### src/rtl/mux_scan_pkg.sv
// Shared types and constants for the scanning N-channel multiplexer.
package mux_scan_pkg;

  typedef enum logic [1:0] {
    IDLE   = 2'd0,
    MANUAL = 2'd1,
    SCAN   = 2'd2
  } state_t;

  localparam logic MODE_MANUAL = 1'b0;
  localparam logic MODE_SCAN   = 1'b1;

endpackage

### src/rtl/rr_next_ch.sv
// Circular next-set-bit search: first set mask bit strictly after cur, modulo NCH.
// With cur = NCH-1 it returns the lowest set bit.
module rr_next_ch #(
  parameter int NCH  = 4,
  parameter int SELW = $clog2(NCH)
) (
  input  logic [SELW-1:0] cur,
  input  logic [NCH-1:0]  mask,
  output logic [SELW-1:0] nxt,
  output logic            found,
  output logic            wrapped
);

  logic [SELW-1:0] idx;

  // Walk candidates from farthest to nearest so the nearest hit overwrites.
  always_comb begin
    nxt   = '0;
    found = 1'b0;
    idx   = '0;
    for (int k = NCH; k >= 1; k--) begin
      idx = SELW'((int'(cur) + k) % NCH);
      if (mask[idx]) begin
        nxt   = idx;
        found = 1'b1;
      end
    end
    wrapped = found && (nxt <= cur);
  end

endmodule

### src/rtl/mux_scan_nch.sv
// Registered N-channel mux with manual select and round-robin scan over a
// channel mask, dwelling DWELL cycles per channel.
module mux_scan_nch
  import mux_scan_pkg::*;
#(
  parameter int WIDTH = 8,
  parameter int NCH   = 4,
  parameter int SELW  = $clog2(NCH),
  parameter int DWELL = 4
) (
  input  logic                 clk,
  input  logic                 rst_n,
  input  logic                 en,
  input  logic                 mode,
  input  logic [SELW-1:0]      sel,
  input  logic [NCH-1:0]       ch_mask,
  input  logic [NCH*WIDTH-1:0] in_data,
  output logic [WIDTH-1:0]     out,
  output logic [SELW-1:0]      out_ch,
  output logic                 out_vld,
  output logic                 wrap
);

  localparam int              CW       = $clog2(DWELL + 1);
  localparam logic [CW-1:0]   CNT_LAST = CW'(DWELL - 1);
  localparam logic [SELW-1:0] LAST_CH  = SELW'(NCH - 1);

  state_t          state, state_d;
  logic [CW-1:0]   cnt, cnt_d;
  logic            scan_act, scan_act_d;
  logic [WIDTH-1:0] out_d;
  logic [SELW-1:0] out_ch_d;
  logic            vld_d, wrap_d;

  logic [SELW-1:0] adv_ch, first_ch;
  logic            adv_found, adv_wrap, first_found, first_wrap;
  logic            sel_ok;
  logic            unused_flags;

  function automatic logic [WIDTH-1:0] pick(input logic [NCH*WIDTH-1:0] bus,
                                            input logic [SELW-1:0]      i_sel);
    pick = '0;
    for (int i = 0; i < NCH; i++)
      if (i_sel == SELW'(i)) pick = bus[i*WIDTH +: WIDTH];
  endfunction

  rr_next_ch #(.NCH(NCH), .SELW(SELW)) u_adv (
    .cur     (out_ch),
    .mask    (ch_mask),
    .nxt     (adv_ch),
    .found   (adv_found),
    .wrapped (adv_wrap)
  );

  rr_next_ch #(.NCH(NCH), .SELW(SELW)) u_first (
    .cur     (LAST_CH),
    .mask    (ch_mask),
    .nxt     (first_ch),
    .found   (first_found),
    .wrapped (first_wrap)
  );

  assign unused_flags = first_wrap ^ adv_found;
  assign sel_ok       = int'(sel) < NCH;

  always_comb begin
    state_d    = state;
    cnt_d      = cnt;
    scan_act_d = scan_act;
    out_d      = out;
    out_ch_d   = out_ch;
    vld_d      = 1'b0;
    wrap_d     = 1'b0;
    if (en) begin
      if (mode == MODE_MANUAL) begin
        state_d    = MANUAL;
        cnt_d      = '0;
        scan_act_d = 1'b0;
        out_ch_d   = sel;
        out_d      = sel_ok ? pick(in_data, sel) : '0;
        vld_d      = sel_ok;
      end else begin
        state_d = SCAN;
        if (!first_found) begin
          // Empty mask parks the scan; a later nonzero mask restarts it as an entry.
          cnt_d      = '0;
          scan_act_d = 1'b0;
        end else if (state != SCAN || !scan_act) begin
          out_ch_d   = first_ch;
          out_d      = pick(in_data, first_ch);
          cnt_d      = '0;
          scan_act_d = 1'b1;
          vld_d      = 1'b1;
        end else if (cnt == CNT_LAST) begin
          out_ch_d = adv_ch;
          out_d    = pick(in_data, adv_ch);
          cnt_d    = '0;
          wrap_d   = adv_wrap;
          vld_d    = 1'b1;
        end else begin
          out_d = pick(in_data, out_ch);
          cnt_d = cnt + CW'(1);
          vld_d = 1'b1;
        end
      end
    end
  end

  always_ff @(posedge clk) begin
    if (!rst_n) begin
      state    <= IDLE;
      cnt      <= '0;
      scan_act <= 1'b0;
      out      <= '0;
      out_ch   <= '0;
      out_vld  <= 1'b0;
      wrap     <= 1'b0;
    end else begin
      state    <= state_d;
      cnt      <= cnt_d;
      scan_act <= scan_act_d;
      out      <= out_d;
      out_ch   <= out_ch_d;
      out_vld  <= vld_d;
      wrap     <= wrap_d;
    end
  end

endmodule

### config.mk
export PLATFORM = sky130hd
export DESIGN_NAME = mux_scan_nch
export DESIGN_NICKNAME = d
export VERILOG_FILES = /design/src/rtl/mux_scan_pkg.sv /design/src/rtl/rr_next_ch.sv /design/src/rtl/mux_scan_nch.sv
export SDC_FILE = /design/constraint.sdc
export NUM_CORES = 1
export LEC_CHECK = 0
export BUFFER_PORTS_ARGS = -buffer_cell sky130_fd_sc_hd__buf_2
export CORE_UTILIZATION = 55
export CTS_CLUSTER_DIAMETER = 40
export CTS_CLUSTER_SIZE = 12
export DETAILED_ROUTE_END_ITERATION = 6
export PLACE_DENSITY_LB_ADDON = 0.05
export SETUP_SLACK_MARGIN = 0.02
export SLEW_MARGIN = 30
export SYNTH_ARGS = -nofsm -noshare
export SYNTH_HDL_FRONTEND = slang
export SYNTH_SLANG_ARGS = --single-unit
### constraint.sdc
create_clock -name clk -period 3.2 [get_ports clk]
set_input_delay 0.48 -clock clk [delete_from_list [all_inputs] [get_ports clk]]
set_output_delay 0.48 -clock clk [all_outputs]
set_load 0.05 [all_outputs]
==> results.cfg <==
[sta]
rsz0062_at_grt = false
fin_setup_tns_ns = 0
tightest_slew_ns = 0.872
finalHoldViolations = 0
finalCriticalPeriod_ns = 2.84
clock_skew_ns = 0.00997
timing.fmax_ghz = 0.353
max-slew-margin-rel = 0.414
setup_viol = 0
finalCritPeriodShare = 0.886
setup_slack_ns = 0.365
drv_slew = 0

[min_path]
hp-start = cnt[2]
worstHoldPathType = reg -> reg

[logic_synthesis]
synthAdderAreaFrac = 0.0389
syn_area_um2 = 2250
ys_ff_latch = 18
synthMuxAreaShare = 0.211
synth_top_family_by_area = compound AO/OA/AOI/OAI gates
ys.flop_type = dfxtp_1
syn_inst = 279
avgSynthCellArea_um2 = 8.06
synthXorXnorAreaFrac = 0
synth-seq-area-share = 0.160
synth-edff-count = 0
yosysUniqueCellTypes = 53
yosys.area_share.simple = 0.205
ys_warn_count = 0
syn_nets = 328
async_reset_ff_frac = 0
synth-compound-area-share = 0.318

[clock_network]
post_cts_resized = 0
cts_buffers = 3
clock_path_buffers = 2
htree_num_levels = 1
cts_setup_buffers = 0
cts.clk_slew.worst_paths_ns = 0.09
clock_latency_ns = 0.26
cts_hold_buf = 0
cts_root_buffer = clkbuf_8
cts_tree = built
clock_sinks = 18

[status]
status = finished clean

[global_route]
grt.overflow.total = 0
antenna_found_initial = 0
grt_pass1_vias = 2416
grt.total_usage = 0.357
grt_max_degree = 24
grt_pass1_wl_um = 11800

[power]
intPower_uw = 490
cellPowerDensity_nw_per_um2 = 322
p_comb_frac = 0.451
p_sw_uw = 326
ir_drop_mv = 0.160
p_sw_frac = 0.400
clkPwrFrac = 0.245
leakagePower_nw = 1.02
pwr-share-seq = 0.304
finalPower_uw = 816

[detailed_routing]
routed-via-count = 2551
drtAntennaViolNets = 0
routed_wl_um = 7250
drt_iter0_markers = 271
routed_via_density = 7.03
drt_first_pass_iters = 5
route.detailed.drc = 0
post_drt_wl_per_cell_um = 20.0

[cells_and_area]
final_util = 0.667
finalNetCount = 365
final_common_cell = buf_2
drive_above_1_share = 0.267
area_delta_synth_final_pct = 12.6
diodes = 0
nFillCells = 335
mostFrequentLayoutCells = buf_2 (53), nand2_1 (28), nand3_1 (19)

[floorplanning]
start_util = 0.592
core_um2 = 3800
chipWidth_um = 66.0
die_area_um2 = 4350
pin_count = 54
row_count = 22
dieHeight_um = 66.0

[setup_path]
worstSetupStartpointType = register
startpoint = out_ch[0]
critPathRequiredTime_ns = 3.36
cp_max_fo = 9
r2r_start = out_ch[0]
critPathKind = reg -> reg
end_kind = register
crit_arrival_ns = 2.99

[placement]
dp_hpwl_um = 5130
gp_congestion = 0.977
io_buffers = 53
place_ws_ns = 0.413

[flow_run]
cap_violations = 0
[critical path: stages, from the launching register on]
cell and delay, ns:
dfxtp_1 0.55, inv_1 0.18, ha_1 0.46, mux2i_1 0.27, o31a_1 0.15, o211a_1 0.38, inv_2 0.17, ha_1 0.32
a21oi_1 0.18, nor3_1 0.06
[registers in the layout, summed over array words and instances, names as in the netlist]
signal	flops
out_vld	1
scan_act	1
out_ch	2
cnt	3
wrap	1
state	2
out	8
[per-layer routing]
layer / vias up / global-route usage / routed length [um]
met3: 24 / 0.0500 / 778
met1: 1186 / 0.470 / 2980
met4: 0 / 0.160 / 178
li1: 1165 / - / -
met5: - / 0 / 0
met2: 176 / 0.575 / 3310
[cell families after synthesis]
| kind of cell | after synthesis |
|---|---|
| compound gates | 94 |
| simple gates | 92 |
| mux | 35 |
| buf+inv | 33 |
| flops | 18 |
| fa+ha+maj | 7 |
[Yosys cell counts (4+ instances only)]
library cell,count,share of area
dfxtp_1,18,0.16
ha_1,7,0.039
mux4_2,8,0.080
nor3_1,8,0.018
mux2_1,7,0.035
a21oi_1,12,0.027
a221oi_1,6,0.023
a22oi_1,5,0.017
clkbuf_1,13,0.022
inv_1,9,0.015
o221ai_1,5,0.019
mux2_2,9,0.045
o211a_1,4,0.018
nor2_1,11,0.018
nand3_1,19,0.042
a311oi_1,8,0.031
nor2b_1,14,0.039
mux2i_1,10,0.044
o22ai_1,5,0.014
o21a_1,5,0.017
a31oi_1,15,0.042
a211o_1,4,0.016
nand2_1,28,0.047
buf_2,6,0.013
[worst paths after layout]
kind | slack, ns | endpoint | cells after the start
worst min register to register | 0.46 | cnt[2] | 2
worst max-delay path | 0.36 | wrap | 9
worst min-delay path | 0.46 | cnt[2] | 2
worst max register to register | 0.36 | wrap | 9
[layout make-up]
| type | instances | area, um2 | share of cell area |
|---|---|---|---|
| flip-flops and latches | 18 | 360 | 0.142 |
| multi-input cells | 228 | 1740 | 0.687 |
| inverters | 10 | 37.5 | 0.0148 |
| clock buffers | 4 | 55.1 | 0.0217 |
| well taps | 48 | 60.1 | 0.0237 |
| repair buffers | 55 | 280 | 0.111 |
[stage by stage]
step | hold slack [ns] | cells | cell area, um2
global route | 0.501 | 363 | 2530
detailed placement | 0.445 | 359 | 2480
CTS | 0.456 | 363 | 2530
floorplan | 0.420 | 279 | 2250
global placement | 0.434 | 359 | 2480
finish | 0.460 | 363 | 2530
[power groups by stage]
stage	clock (mW)	combinational, mW	sequential (mW)
2_1_floorplan	0	0.232	0.288
3_3_place_gp	0	0.353	0.252
3_5_place_dp	0	0.360	0.253
4_1_cts	0.203	0.361	0.248
5_1_grt	0.213	0.394	0.250
6_report	0.200	0.368	0.248
Power figures use the tool's default switching activity.
